===== src/rtl/operand_fetch_if.sv =====
// Bundle between the operand fetch stage, its upstream/downstream handshakes,
// the register file read ports and the writeback bus.
interface operand_fetch_if #(
    parameter int XLEN = 32
);
    logic            in_valid;
    logic            in_ready;
    logic [31:0]     in_instr;
    logic [XLEN-1:0] in_pc;
    logic            flush;

    logic [4:0]      rf_r_address1;
    logic [4:0]      rf_r_address2;
    logic [XLEN-1:0] rf_r_out1;
    logic [XLEN-1:0] rf_r_out2;

    logic            wb_enable;
    logic [4:0]      wb_address;
    logic [XLEN-1:0] wb_data;

    logic            out_valid;
    logic            out_ready;
    logic [31:0]     out_instr;
    logic [XLEN-1:0] out_pc;
    logic [4:0]      out_rd;
    logic [XLEN-1:0] out_imm;
    logic [XLEN-1:0] out_rs1_data;
    logic [XLEN-1:0] out_rs2_data;

    // The stage itself.
    modport slave (
        input  in_valid, in_instr, in_pc, flush,
        input  rf_r_out1, rf_r_out2,
        input  wb_enable, wb_address, wb_data,
        input  out_ready,
        output in_ready, rf_r_address1, rf_r_address2,
        output out_valid, out_instr, out_pc, out_rd, out_imm,
        output out_rs1_data, out_rs2_data
    );

    // Surrounding pipeline: decode, register file, writeback and consumer.
    modport master (
        output in_valid, in_instr, in_pc, flush,
        output rf_r_out1, rf_r_out2,
        output wb_enable, wb_address, wb_data,
        output out_ready,
        input  in_ready, rf_r_address1, rf_r_address2,
        input  out_valid, out_instr, out_pc, out_rd, out_imm,
        input  out_rs1_data, out_rs2_data
    );
endinterface


===== src/rtl/operand_fetch.sv =====
// RV32I operand fetch stage: holds one instruction, absorbs the one-cycle
// register file read latency, forwards same-edge writebacks and decodes imm/rd.
module operand_fetch #(
    parameter int XLEN            = 32,
    parameter bit ZERO_REG_BYPASS = 1'b0
) (
    input  logic           clk,
    input  logic           reset_n,
    operand_fetch_if.slave bus
);
    typedef enum logic [6:0] {
        OP_IMM    = 7'b0010011,
        OP_LOAD   = 7'b0000011,
        OP_JALR   = 7'b1100111,
        OP_STORE  = 7'b0100011,
        OP_BRANCH = 7'b1100011,
        OP_LUI    = 7'b0110111,
        OP_AUIPC  = 7'b0010111,
        OP_JAL    = 7'b1101111
    } opcode_e;

    logic            valid_q, valid_d;
    logic [31:0]     instr_q, instr_d;
    logic [XLEN-1:0] pc_q, pc_d;
    logic            wbq_enable_q;
    logic [4:0]      wbq_address_q;
    logic [XLEN-1:0] wbq_data_q;

    logic            accept;
    logic [4:0]      rs1, rs2;
    logic [31:0]     imm;
    logic            fwd1, fwd2;

    assign bus.in_ready = ~valid_q | bus.out_ready | bus.flush;
    assign accept       = bus.in_valid & bus.in_ready & ~bus.flush;

    // NOTE: every variable gets a default first so no path leaves it unassigned and infers a latch.
    always_comb begin
        valid_d = valid_q;
        instr_d = instr_q;
        pc_d    = pc_q;
        if (bus.flush) begin
            valid_d = 1'b0;
        end else if (accept) begin
            valid_d = 1'b1;
            instr_d = bus.in_instr;
            pc_d    = bus.in_pc;
        end else if (bus.out_ready) begin
            valid_d = 1'b0;
        end
    end

    // NOTE: state registers use non-blocking assignments so all of them update together at the edge.
    always_ff @(posedge clk) begin
        if (!reset_n) begin
            valid_q      <= 1'b0;
            instr_q      <= '0;
            pc_q         <= '0;
            wbq_enable_q <= 1'b0;
        end else begin
            valid_q      <= valid_d;
            instr_q      <= instr_d;
            pc_q         <= pc_d;
            wbq_enable_q <= bus.wb_enable;
        end
    end

    // NOTE: bypass address/data carry no reset; they are only looked at while wbq_enable_q is set.
    always_ff @(posedge clk) begin
        wbq_address_q <= bus.wb_address;
        wbq_data_q    <= bus.wb_data;
    end

    assign rs1 = instr_q[19:15];
    assign rs2 = instr_q[24:20];

    // Stalled stages keep re-reading so the register file output tracks older writes.
    assign bus.rf_r_address1 = accept ? bus.in_instr[19:15] : rs1;
    assign bus.rf_r_address2 = accept ? bus.in_instr[24:20] : rs2;

    assign fwd1 = wbq_enable_q && (wbq_address_q == rs1) && ((rs1 != 5'd0) || ZERO_REG_BYPASS);
    assign fwd2 = wbq_enable_q && (wbq_address_q == rs2) && ((rs2 != 5'd0) || ZERO_REG_BYPASS);

    assign bus.out_rs1_data = fwd1 ? wbq_data_q : bus.rf_r_out1;
    assign bus.out_rs2_data = fwd2 ? wbq_data_q : bus.rf_r_out2;

    always_comb begin
        imm = '0;
        case (instr_q[6:0])
            OP_IMM, OP_LOAD, OP_JALR:
                imm = {{20{instr_q[31]}}, instr_q[31:20]};
            OP_STORE:
                imm = {{20{instr_q[31]}}, instr_q[31:25], instr_q[11:7]};
            OP_BRANCH:
                imm = {{19{instr_q[31]}}, instr_q[31], instr_q[7], instr_q[30:25],
                       instr_q[11:8], 1'b0};
            OP_LUI, OP_AUIPC:
                imm = {instr_q[31:12], 12'h000};
            OP_JAL:
                imm = {{11{instr_q[31]}}, instr_q[31], instr_q[19:12], instr_q[20],
                       instr_q[30:21], 1'b0};
            default:
                imm = '0;
        endcase
    end

    assign bus.out_valid = valid_q;
    assign bus.out_instr = instr_q;
    assign bus.out_pc    = pc_q;
    assign bus.out_imm   = imm;
    assign bus.out_rd    = ((instr_q[6:0] == OP_STORE) || (instr_q[6:0] == OP_BRANCH))
                           ? 5'd0 : instr_q[11:7];
endmodule


===== src/flat_wrapper.sv =====
// flat-port wrapper written by rule: the top's interface ports become plain ports
module operand_fetch_flat 
#(
    parameter int XLEN            = 32,
    parameter bit ZERO_REG_BYPASS = 1'b0
)
  (clk, reset_n, bus_in_valid, bus_in_instr, bus_in_pc, bus_flush, bus_rf_r_out1, bus_rf_r_out2, bus_wb_enable, bus_wb_address, bus_wb_data, bus_out_ready, bus_in_ready, bus_rf_r_address1, bus_rf_r_address2, bus_out_valid, bus_out_instr, bus_out_pc, bus_out_rd, bus_out_imm, bus_out_rs1_data, bus_out_rs2_data);
  operand_fetch_if #(.XLEN(XLEN)) bus_i ();
  input  logic clk;
  input  logic reset_n;
  input wire logic [$bits(bus_i.in_valid)-1:0] bus_in_valid;
  input wire logic [$bits(bus_i.in_instr)-1:0] bus_in_instr;
  input wire logic [$bits(bus_i.in_pc)-1:0] bus_in_pc;
  input wire logic [$bits(bus_i.flush)-1:0] bus_flush;
  input wire logic [$bits(bus_i.rf_r_out1)-1:0] bus_rf_r_out1;
  input wire logic [$bits(bus_i.rf_r_out2)-1:0] bus_rf_r_out2;
  input wire logic [$bits(bus_i.wb_enable)-1:0] bus_wb_enable;
  input wire logic [$bits(bus_i.wb_address)-1:0] bus_wb_address;
  input wire logic [$bits(bus_i.wb_data)-1:0] bus_wb_data;
  input wire logic [$bits(bus_i.out_ready)-1:0] bus_out_ready;
  output wire logic [$bits(bus_i.in_ready)-1:0] bus_in_ready;
  output wire logic [$bits(bus_i.rf_r_address1)-1:0] bus_rf_r_address1;
  output wire logic [$bits(bus_i.rf_r_address2)-1:0] bus_rf_r_address2;
  output wire logic [$bits(bus_i.out_valid)-1:0] bus_out_valid;
  output wire logic [$bits(bus_i.out_instr)-1:0] bus_out_instr;
  output wire logic [$bits(bus_i.out_pc)-1:0] bus_out_pc;
  output wire logic [$bits(bus_i.out_rd)-1:0] bus_out_rd;
  output wire logic [$bits(bus_i.out_imm)-1:0] bus_out_imm;
  output wire logic [$bits(bus_i.out_rs1_data)-1:0] bus_out_rs1_data;
  output wire logic [$bits(bus_i.out_rs2_data)-1:0] bus_out_rs2_data;
  assign bus_i.in_valid = bus_in_valid;
  assign bus_i.in_instr = bus_in_instr;
  assign bus_i.in_pc = bus_in_pc;
  assign bus_i.flush = bus_flush;
  assign bus_i.rf_r_out1 = bus_rf_r_out1;
  assign bus_i.rf_r_out2 = bus_rf_r_out2;
  assign bus_i.wb_enable = bus_wb_enable;
  assign bus_i.wb_address = bus_wb_address;
  assign bus_i.wb_data = bus_wb_data;
  assign bus_i.out_ready = bus_out_ready;
  assign bus_in_ready = bus_i.in_ready;
  assign bus_rf_r_address1 = bus_i.rf_r_address1;
  assign bus_rf_r_address2 = bus_i.rf_r_address2;
  assign bus_out_valid = bus_i.out_valid;
  assign bus_out_instr = bus_i.out_instr;
  assign bus_out_pc = bus_i.out_pc;
  assign bus_out_rd = bus_i.out_rd;
  assign bus_out_imm = bus_i.out_imm;
  assign bus_out_rs1_data = bus_i.out_rs1_data;
  assign bus_out_rs2_data = bus_i.out_rs2_data;
  operand_fetch #(.XLEN(XLEN), .ZERO_REG_BYPASS(ZERO_REG_BYPASS)) u_core (.clk(clk), .reset_n(reset_n), .bus(bus_i));
endmodule

===== config.mk =====
export PLATFORM = sky130hd
export DESIGN_NAME = operand_fetch_flat
export DESIGN_NICKNAME = d
export VERILOG_FILES = /design/src/rtl/operand_fetch_if.sv /design/src/rtl/operand_fetch.sv /design/src/flat_wrapper.sv
export SDC_FILE = /design/constraint.sdc
export NUM_CORES = 1
export LEC_CHECK = 0
export ABC_AREA = 1
export CORE_AREA = 5 5 133 135
export DETAILED_ROUTE_END_ITERATION = 10
export DIE_AREA = 0 0 138 140
export GPL_TIMING_DRIVEN = 0
export PLACE_DENSITY = 0.81
export SYNTH_ARGS = -nofsm -noshare
export SYNTH_HDL_FRONTEND = slang
export SYNTH_SLANG_ARGS = --single-unit

===== constraint.sdc =====
create_clock -name clk -period 1.55 [get_ports clk]
set_input_delay 0.2325 -clock clk [delete_from_list [all_inputs] [get_ports clk]]
set_output_delay 0.2325 -clock clk [all_outputs]
set_load 0.05 [all_outputs]

==> metrics.md, run 1 <==
| Metric | Value |
|---|---|
| Fin. max-slew vios | `0` |
| DR iter-0 viols | `306` |
| Core Rows | `47` |
| Final min period | `2.22 ns` |
| Gr usage total | `0.274` |
| # H-tree levels | `3` |
| Initial antenna violation count | `1` |
| Design Power | `8.72 mW` |
| Layout Utilization | `0.766` |
| Root Buffer | `clkbuf_16` |
| RSZ-0062 raised after global routing | `yes` |
| Vias per inst | `4.96` |
| Routed wire length | `29500 um` |
| Mapped cell area | `4960 um2` |
| FF+latch count, synth | `103` |
| Post-Synthesis Cells | `776` |
| FMAX | `450 MHz` |
| I/O Pins | `348` |
| Power per Cell Area | `696 nW/um2` |
| Run status | `complete, but fails checks` |
| Nets | `1374` |
| Setup TNS | `-55.29 ns` |
| Post-route DRC | `0` |
| First-pass DRT Iterations | `5` |
| Area of the multi-input gates | `4370 um2` |
| Max_slew headroom | `0.582` |
| Critical Path Source Type | `flip-flop` |
| Syn. warnings | `0` |
| Switch share | `0.371` |
| Final period util | `1.44` |
| M1 wire length | `10000 um` |
| Logic pwr share | `0.376` |
| Clock power share | `0.281` |
| Max-cap violation count | `0` |
| First-pass GRT wire length | `41800 um` |
| Worst Max-Slew Pin Slew | `0.627 ns` |
| Port Buffers | `346` |
| Share of cells above drive strength 1 | `0.483` |
| Final setup violation count | `111` |
| Die Span Y | `140 um` |
| Via count | `7098` |
| Final worst slack | `-0.675 ns` |
| Starting Density | `0.303` |
| Net Sw Power | `3.23 mW` |
| Met2 Wirelength | `15500 um` |
| Leak | `5.47 nW` |
| Worst-path clk slew | `0.07 ns` |
| IR drop worst, VDD | `899 uV` |
| Reg area | `2140 um2` |
| Fillers | `1038` |
| Hold Vio Cnt, Final | `0` |
| CP Capture Type | `primary output` |
| Critical path fanouts, max | `10` |
| WL/cell | `20.6 um` |
| Worst EP arrival | `1.99 ns` |
| CP Data Required Time | `1.32 ns` |
| Post-place instance area | `9830 um2` |
| Routability cong. | `0.861` |
| Netlist cell types | `26` |
| Antenna viol nets, final | `0` |
| TritonCTS buffer count | `9` |
| Final instance area | `12500 um2` |
| Power share of the sequential group | `0.343` |
| Setup skew after layout | `0.00660 ns` |
| Post-synthesis sequential area ratio | `0.416` |
| Setup CP Type | `reg2out` |
| Worst-Skew Late Latency | `0.35 ns` |
| Pin count of the biggest net entering global routing | `19` |
| Grt total ovfl | `0` |
| Clock Sinks | `103` |
| Number of global-route vias before repair | `7297` |
| Min Hold Slack | `0.277 ns` |
| CTS tree | `yes` |
| CP peak stage delay | `0.38 ns` |
| Critical-path cell list | `inv_2 > nand2_1 > nand2_2 > nor2_4 > nand2_2 > nor2_4 > buf_4 > buf_12 > nand3_2 > nand2_4 > buf_8` |
| Die W | `138 um` |
| Synth Net Count | `947` |
| Cell-internal power | `5.49 mW` |
| Hpwl dp | `19200 um` |
| Area grow syn2layout | `153%` |
| Clk buf depth | `2` |
| Failing checks | `setup timing` |
| Area of the core | `16300 um2` |
| Max Used Layer | `met4` |
| Syn_area_per_cell | `6.39 um2` |
| HP Class | `in2reg` |
| Die area | `19300 um2` |
| Met3 wire length | `2420 um` |
| Crit-path slowest cell | `dfxtp_4` |
state kept, by name (all words and copies together) (netlist names):
signal / count
u_core.wbq_address_q: 5
u_core.wbq_data_q: 32
u_core.bus.out_pc: 32
u_core.bus.out_valid: 1
u_core.wbq_enable_q: 1
u_core.bus.out_instr: 32
worst paths after layout:
check	startpoint	endpoint	slack, ns	depth (start not counted)
setup / recovery	u_core.wbq_address_q[0]$_DFF_P_	bus_out_rs1_data[25]	-0.67	11
hold / removal	reset_n	u_core.bus.out_instr[27]$_SDFFE_PN0P_	0.28	3
setup reg to reg	u_core.bus.out_valid$_SDFFE_PP0P_	u_core.bus.out_pc[10]$_SDFFE_PN0P_	0.01	9
hold reg to reg	u_core.bus.out_pc[6]$_SDFFE_PN0P_	u_core.bus.out_pc[6]$_SDFFE_PN0P_	0.48	2
critical path: cells and delay by family, from the launching register on:
kind	cells	cell delay [ns]
flip-flops	1	0.38
AND/OR/NAND/NOR	7	0.79
buffers and inverters	4	0.48
cell type report:
cell class                 count  share of cell area
tap                          220              0.0220
buffer                        43              0.0323
inverter                      63              0.0209
clock inverter                 5             0.00560
clock buffer                  11              0.0194
multi-input combinational    564               0.349
timing repair buffer         419               0.379
antenna                        2            0.000400
sequential                   103               0.171
what timing repair did:
action | 4_1_cts | 5_1_grt
pin swaps | 33 | 47
gates resized for setup | 1177 | 206
hold buffers | 0 | 0
endpoints found under the setup margin | 192 | 166
buffers inserted | 51 | 17
gates cloned | 9 | 0
cells in the final DEF, fill, tap and decap left out, types with 29 or more instances in the layout:
master and n:
dlygate4sd2_1 39, nand2_4 111, nand4_1 35, inv_2 29, nand2_2 58, nor2_1 105, buf_6 44, clkdlybuf4s50_1 169
buf_8 96, o21ai_0 35, buf_4 37, nand2_1 75, dfxtp_1 78
layer usage:
metal | track usage | vias to the layer above
met1 | 0.283 | 3313
met5 | 0 | -
met3 | 0.0975 | 97
met4 | 0.126 | 0
li1 | - | 3327
met2 | 0.495 | 361
power groups by stage:
| stage | registers, mW | clock network [mW] | logic, mW |
|---|---|---|---|
| 6_report | 2.99 | 2.45 | 3.28 |
| 2_1_floorplan | 3.39 | 0 | 1.20 |
| 4_1_cts | 2.96 | 2.48 | 3.10 |
| 3_3_place_gp | 3.01 | 0 | 2.67 |
| 3_5_place_dp | 3.02 | 0 | 2.70 |
| 5_1_grt | 3.01 | 2.60 | 3.42 |
cells by family after synthesis:
logic type	count (synthesis)	synth area share
and+or+nand+nor	474	0.401
xor gates and xnor gates	1	0.00177
AOI/OAI and AO/OA	89	0.0909
DFF	103	0.416
buffers and inverters	109	0.0909
Yosys cell counts:
| cell type | instances | area (um2) |
|---|---|---|
| buf_2 | 15 | 75.1 |
| clkbuf_1 | 24 | 90.1 |
| inv_2 | 8 | 30.0 |
| nand2_2 | 1 | 6.26 |
| a211oi_1 | 1 | 7.51 |
| nor2_1 | 121 | 454 |
| nand3_2 | 2 | 20.0 |
| nor3_2 | 3 | 30.0 |
| nor2_2 | 2 | 12.5 |
| buf_4 | 4 | 30.0 |
| buf_1 | 2 | 7.51 |
| xnor2_1 | 1 | 8.76 |
| nand2_1 | 263 | 987 |
| nand3_1 | 44 | 220 |
| a21boi_1 | 1 | 7.51 |
| o21ai_1 | 11 | 55.1 |
| a21oi_1 | 11 | 55.1 |
| inv_1 | 54 | 203 |
| nand3_4 | 1 | 17.5 |
| dfxtp_1 | 103 | 2060 |
| nand4_1 | 35 | 219 |
| buf_6 | 1 | 11.3 |
| clkinv_1 | 1 | 3.75 |
| nand3b_1 | 1 | 7.51 |
| o21ai_0 | 65 | 325 |
| nand2_4 | 1 | 11.3 |
per-stage QoR:
stage,setup WS (ns),instances
floorplan,-0.140,776
global placement,-1.04,1342
detailed placement,-1.07,1342
CTS,-0.591,1418
global route,-0.765,1429
finish,-0.675,1430
No activity file was read; power rests on OpenSTA's default activity.
==> run 2, diff against run 1 <==
- MAX_ROUTING_LAYER: not set -> met4
==> run 2 against run 1 <==
  * The flow still finishes with violations (setup timing)
  * Worst setup slack gained 0.013 ns
  * Sequential power hardly changed
  * Die area stayed put
  * Register-to-register slack about the same
  * Via count rose by 0.65%
  * Wire length down 1.4%
  * Flip-flop and latch count stayed put
  * Final cell count is 0.21% higher
  * Clock power barely moved
==> metrics.md, run 2 (synthesis gave the netlist of run 1 again) <==
| Metric | Value |
|---|---|
| Cell-internal power | `5.48 mW (-0.22%)` |
| Power share of the sequential group | `0.343 (about the same)` |
| Die area | `19300 um2 (unchanged)` |
| Clk buf depth | `2 (unchanged)` |
| Most frequent cells in the layout | `169 x clkdlybuf4s50_1, 107 x nor2_1, 100 x nand2_4, 97 x buf_8, 86 x nand2_1` |
| Layout Utilization | `0.766 (about the same)` |
| Clock Sinks | `103 (unchanged)` |
| Hold Path Depth | `3 (unchanged)` |
| Via count | `7144 (+0.65%)` |
| Routed wire length | `29100 um (-1.4%)` |
| # H-tree levels | `3 (unchanged)` |
| DR iter-0 viols | `305 (-0.33%)` |
| RSZ-0062 raised after global routing | `yes` |
| IR drop worst, VDD | `905 uV (+0.74%)` |
| Reg-to-reg endpoint | `u_core.bus.out_pc[10]$_SDFFE_PN0P_` |
| Critical path fanouts, max | `5 (-5)` |
| Max_slew headroom | `0.591 (+0.00910)` |
| Hold Vio Cnt, Final | `0 (unchanged)` |
| Crit. Startpoint | `u_core.bus.out_instr[16]$_SDFFE_PN0P_` |
| Run status | `complete, but fails checks` |
| WL/cell | `20.3 um (-1.6%)` |
| Design Power | `8.69 mW (-0.39%)` |
| Failing checks | `setup timing` |
| Critical Path Source Type | `flip-flop` |
| Crit path to | `bus_out_rs1_data[23]` |
| Final setup violation count | `111 (unchanged)` |
| Starting Density | `0.303 (unchanged)` |
| Routability cong. | `0.875 (+1.6%)` |
| CP Data Required Time | `1.32 ns (about the same)` |
| FMAX | `452 MHz (+0.57%)` |
| Min Hold Slack | `0.270 ns (-0.00664 ns)` |
| Area grow syn2layout | `152% (about the same)` |
| TritonCTS buffer count | `9 (unchanged)` |
| Met2 Wirelength | `15300 um (-1.6%)` |
| Nets | `1377 (+0.22%)` |
| Setup CP Type | `reg2out` |
| Switch share | `0.370 (-0.00102)` |
| Cts hold-fix bufs | `0 (unchanged)` |
| Initial antenna violation count | `1 (unchanged)` |
| Max-cap violation count | `0 (unchanged)` |
| Final min period | `2.21 ns (-0.0126 ns)` |
| Hpwl dp | `19200 um (unchanged)` |
| I/O Pins | `348 (unchanged)` |
| Worst R2R Start | `u_core.bus.out_valid$_SDFFE_PP0P_` |
| Area of the core | `16300 um2 (unchanged)` |
| CP Capture Type | `primary output` |
| Die Span Y | `140 um (unchanged)` |
| Port Buffers | `346 (unchanged)` |
| Core Rows | `47 (unchanged)` |
| First-pass GRT wire length | `41800 um (-0.18%)` |
| Root Buffer | `clkbuf_16` |
| Net Sw Power | `3.21 mW (-0.66%)` |
| First-pass DRT Iterations | `5 (unchanged)` |
| Logic pwr share | `0.373 (-0.003)` |
| Die W | `138 um (unchanged)` |
| Pin count of the biggest net entering global routing | `19 (unchanged)` |
| Gr usage total | `0.282 (+0.00829)` |
| R2R setup slack | `0.02 ns (about the same)` |
| Worst-Skew Late Latency | `0.36 ns (about the same)` |
| Worst EP arrival | `1.98 ns (about the same)` |
| Clock power share | `0.283 (+0.002)` |
| Number of global-route vias before repair | `7328 (+0.42%)` |
| HP Class | `in2reg` |
| M1 wire length | `10300 um (+2.8%)` |
| Max Used Layer | `met4` |
| Leak | `5.50 nW (+0.69%)` |
| Setup skew after layout | `0.00565 ns (-0.000946 ns)` |
| Final worst slack | `-0.662 ns (+0.0126 ns)` |
| Antenna viol nets, final | `0 (unchanged)` |
| R2R depth | `9 (unchanged)` |
| Final period util | `1.43 (-0.00812)` |
| Vias per inst | `4.99 (+0.44%)` |
| Fin. max-slew vios | `0 (unchanged)` |
| Worst Max-Slew Pin Slew | `0.613 ns (-0.0136 ns)` |
| Post-route DRC | `0 (unchanged)` |
| Share of cells above drive strength 1 | `0.470 (-0.0136)` |
| Grt total ovfl | `0 (unchanged)` |
| Met3 wire length | `2110 um (-13%)` |
| Power per Cell Area | `694 nW/um2 (-0.35%)` |
| Worst-path clk slew | `0.08 ns (about the same)` |
| CTS tree | `yes` |
| Commonest non-fill, non-tap cell in the layout | `clkdlybuf4s50_1` |
-- run 2: through the flow --
stage          TNS [ns]  cells  worst slack [ns]  instance area, um2
6_report         -55.07   1433            -0.662               12500
3_3_place_gp    -117.97   1342             -1.04                9830
3_5_place_dp    -120.49   1342             -1.07                9830
4_1_cts          -53.90   1418            -0.591               11900
2_1_floorplan     -4.70    776            -0.140                6090
5_1_grt          -64.55   1432            -0.764               12500
-- run 2: layout make-up --
| cell class | count | area [um2] |
|---|---|---|
| inverters | 63 | 256 |
| fillers | 1024 | 3830 |
| diodes | 2 | 5.00 |
| well taps | 220 | 275 |
| repair buffers | 421 | 4840 |
| plain buffers | 44 | 409 |
| multi-input cells | 564 | 4280 |
| clock buffers | 11 | 243 |
| flip-flops and latches | 103 | 2140 |
| clock inverters | 5 | 70.1 |
-- run 2: what timing repair did --
action                                 in CTS  in global routing
endpoints found under the hold margin       0                  0
setup endpoints to repair                 192                161
gates resized for setup                  1177                165
gates cloned                                9                  2
pin swaps                                  33                 40
setup buffers                              51                 15
-- run 2: critical path, cell delays in order (launching register included) --
cell	delay, ns
dfxtp_4	0.37
inv_2	0.05
nand2_1	0.07
nand2_2	0.07
nor2_2	0.17
inv_2	0.06
nor2_4	0.19
buf_6	0.16
clkbuf_16	0.16
nand3_4	0.09
nand2_8	0.08
buf_12	0.13
-- run 2: worst min path at each step --
stage | start | to | slack, ns
global placement | u_core.bus.out_pc[9]$_SDFFE_PN0P_ | u_core.bus.out_pc[9]$_SDFFE_PN0P_ | 0.46
detailed placement | u_core.bus.out_pc[6]$_SDFFE_PN0P_ | u_core.bus.out_pc[6]$_SDFFE_PN0P_ | 0.47
global route | bus_wb_data[6] | u_core.wbq_data_q[6]$_DFF_P_ | 0.31
floorplan | bus_wb_address[0] | u_core.wbq_address_q[0]$_DFF_P_ | 0.26
CTS | reset_n | u_core.bus.out_instr[1]$_SDFFE_PN0P_ | 0.24
finish | reset_n | u_core.bus.out_pc[31]$_SDFFE_PN0P_ | 0.27
-- run 2: per-layer routing --
metal / vias up / GRT usage
met2: 339 / 0.495
li1: 3343 / -
met4: 0 / 0.125
met5: - / -
met3: 83 / 0.0838
met1: 3379 / 0.293
-- run 2: power by group through the flow --
stage | clock (mW) | sequential (mW) | combinational, mW
6_report | 2.46 | 2.98 | 3.24
5_1_grt | 2.60 | 3.00 | 3.38
4_1_cts | 2.48 | 2.96 | 3.10
3_5_place_dp | 0 | 3.02 | 2.70
3_3_place_gp | 0 | 3.01 | 2.67
2_1_floorplan | 0 | 3.39 | 1.20
==> run 3, diff against run 2 <==
- CORE_AREA: 5 5 133 135 -> 2 2 134 136
- DIE_AREA: 0 0 138 140 -> 0 0 136 138
- PLACE_DENSITY: 0.81 -> 0.77
- clock period: 1.55 -> 2.4 ns (I/O delays scaled with it)
==> run 3 against run 2 <==
  * The run now ends clean
  * Cell area is 29% lower
  * Final cell count down 4.3%
  * First-iteration DRC count down 37%
  * Clock power shrank 40%
  * Global-route usage fell by 5.3 points
  * Critical path type is now in2out
  * Largest power group is now sequential cells
==> metrics.md, run 3 (synthesis gave the netlist of run 1 again) <==
| Metric | Value |
|---|---|
| Nets | `1308 (-5.0%)` |
| Leak | `4.28 nW (-22%)` |
| First-pass GRT wire length | `32400 um (-22%)` |
| Pin count of the biggest net entering global routing | `20 (+1)` |
| R2R setup slack | `0.79 ns (+0.77 ns)` |
| I/O Pins | `348 (unchanged)` |
| Switch share | `0.369 (-0.000737)` |
| Gr usage total | `0.229 (-0.0530)` |
| Starting Density | `0.283 (-0.0205)` |
| Post-place instance area | `8710 um2 (-11%)` |
| Logic pwr share | `0.317 (-0.056)` |
| Core Rows | `49 (+4.3%)` |
| Commonest non-fill, non-tap cell in the layout | `nand2_1` |
| RSZ-0062 raised after global routing | `yes` |
| Port Buffers | `346 (unchanged)` |
| Final min period | `2.29 ns` |
| Root Buffer | `clkbuf_16` |
| Die W | `136 um (-1.4%)` |
| Layout Utilization | `0.507 (-0.259)` |
| First-pass DRT Iterations | `5 (unchanged)` |
| Antenna viol nets, final | `0 (unchanged)` |
| DR iter-0 viols | `191 (-37%)` |
| HP Class | `in2reg` |
| Worst-Skew Late Latency | `0.35 ns (about the same)` |
| R2R depth | `8 (-1)` |
| Clock power share | `0.298 (+0.015)` |
| # H-tree levels | `3 (unchanged)` |
| Design Power | `4.97 mW (-43%)` |
| Power share of the sequential group | `0.385 (+0.042)` |
| Hpwl dp | `17500 um (-8.9%)` |
| Worst Max-Slew Pin Slew | `0.688 ns (+0.0750 ns)` |
| Initial antenna violation count | `0 (-1)` |
| Worst-path clk slew | `0.08 ns (about the same)` |
| FMAX | `436 MHz` |
| WL/cell | `15.8 um (-22%)` |
| Setup CP Type | `in2out` |
| Routed wire length | `21700 um (-26%)` |
| Die area | `18800 um2 (-2.9%)` |
| Max_slew headroom | `0.541 (-0.0500)` |
| Vias per inst | `4.58 (-8.1%)` |
| Hold Path Depth | `3 (unchanged)` |
| Routability cong. | `0.869 (-0.62%)` |
| Final period util | `0.956` |
| Die Span Y | `138 um (-1.4%)` |
| Clock Sinks | `103 (unchanged)` |
| Grt total ovfl | `0 (unchanged)` |
| Area of the core | `17500 um2 (+7.3%)` |
| Post-route DRC | `0 (unchanged)` |
| N_diodes | `0 (-2)` |
| Area grow syn2layout | `79.2%` |
| Share of cells above drive strength 1 | `0.179 (-0.291)` |
| Critical Path Source Type | `primary input` |
| Power per Cell Area | `559 nW/um2 (-19%)` |
| Number of global-route vias before repair | `5990 (-18%)` |
| Final setup violation count | `0 (-100%)` |
| Setup skew after layout | `0.00719 ns (+0.00154 ns)` |
| TritonCTS buffer count | `9 (unchanged)` |
| Hold Vio Cnt, Final | `0 (unchanged)` |
| IR drop worst, VDD | `451 uV (-50%)` |
| CP Capture Type | `primary output` |
| Worst R2R Start | `u_core.bus.out_valid$_SDFFE_PP0P_` |
| Via count | `6280 (-12%)` |
| Net Sw Power | `1.83 mW (-43%)` |
| Worst EP arrival | `1.93 ns (-0.05 ns)` |
| CTS tree | `yes` |
| CP Data Required Time | `2.04 ns (+0.72 ns)` |
| Fin. max-slew vios | `0 (unchanged)` |
| Run status | `finished, final reports clean` |
| Critical path fanouts, max | `10 (+5)` |
| Hold Path Sink | `u_core.bus.out_instr[1]$_SDFFE_PN0P_` |
| Worst Min Path Start | `reset_n` |
| Cell-internal power | `3.14 mW (-43%)` |
| Max-cap violation count | `0 (unchanged)` |
| Clk buf depth | `2 (unchanged)` |
| Final instance area | `8880 um2 (-29%)` |
| Most frequent cells in the layout | `254 x nand2_1, 235 x clkdlybuf4s50_1, 116 x nor2_1, 91 x dfxtp_1, 59 x o21ai_0` |
| Reg-to-reg endpoint | `u_core.bus.out_instr[10]$_SDFFE_PN0P_` |
## run 3: area by class of cell
type | count | area, um2
clock buffers | 9 | 225
plain buffers | 46 | 287
multi-input cells | 564 | 2520
inverters | 63 | 236
repair buffers | 350 | 3180
well taps | 229 | 287
flip-flops and latches | 103 | 2080
fillers | 1771 | 8650
clock inverters | 7 | 65.1
## run 3: what timing repair did
action | in CTS | in global routing
gates resized for setup | 571 | 142
setup endpoints to repair | 111 | 106
pin swaps | 2 | 1
hold buffers | 0 | 0
buffers inserted | 4 | 0
## run 3: per-stage QoR
stage,hold WS [ns],std cells,setup slack [ns],setup TNS [ns]
6_report,0.378,1371,0.105,0
5_1_grt,0.404,1371,-0.00337,-0.00390
4_1_cts,0.362,1371,-0.00686,-0.0117
3_5_place_dp,0.474,1351,-0.716,-30.23
3_3_place_gp,0.462,1351,-0.688,-27.59
2_1_floorplan,0.388,776,0.131,0
## run 3: worst max-delay path, stage by stage
cell and delay, ns:
clkdlybuf4s50_1 0.46, inv_1 0.11, nand3_2 0.16, buf_8 0.19
buf_6 0.15, o21ai_1 0.23, inv_1 0.06, buf_2 0.21
## run 3: power groups by stage
stage / logic, mW / clock network (mW) / registers (mW)
final: 1.58 / 1.48 / 1.91
after global routing: 1.67 / 1.59 / 1.93
after CTS: 1.53 / 1.51 / 1.91
after detailed placement: 1.59 / 0 / 1.95
after global placement: 1.58 / 0 / 1.94
after floorplan: 0.636 / 0 / 2.18
## run 3: layer usage
layer	wire length [um]	GRT usage	up-vias	share of wire
met2	10600	0.392	227	0.49
met4	601	0.0806	0	0.028
li1	-	-	3181	-
met5	0	-	-	0
met3	1600	0.0506	36	0.074
met1	8830	0.261	2836	0.41
## run 3: worst max-delay path by stage
| stage | from | end | slack [ns] | cells past startpoint |
|---|---|---|---|---|
| 2_1_floorplan | u_core.bus.out_instr[0]$_SDFFE_PN0P_ | bus_out_imm[21] | 0.13 | 8 |
| 3_3_place_gp | bus_flush | bus_rf_r_address2[3] | -0.69 | 8 |
| 3_5_place_dp | bus_flush | bus_rf_r_address2[3] | -0.72 | 8 |
| 4_1_cts | u_core.bus.out_instr[2]$_SDFFE_PN0P_ | bus_out_imm[3] | -0.007 | 7 |
| 5_1_grt | u_core.bus.out_instr[22]$_SDFFE_PN0P_ | bus_out_rs2_data[27] | -0.003 | 10 |
| 6_report | bus_flush | bus_rf_r_address2[3] | 0.11 | 8 |
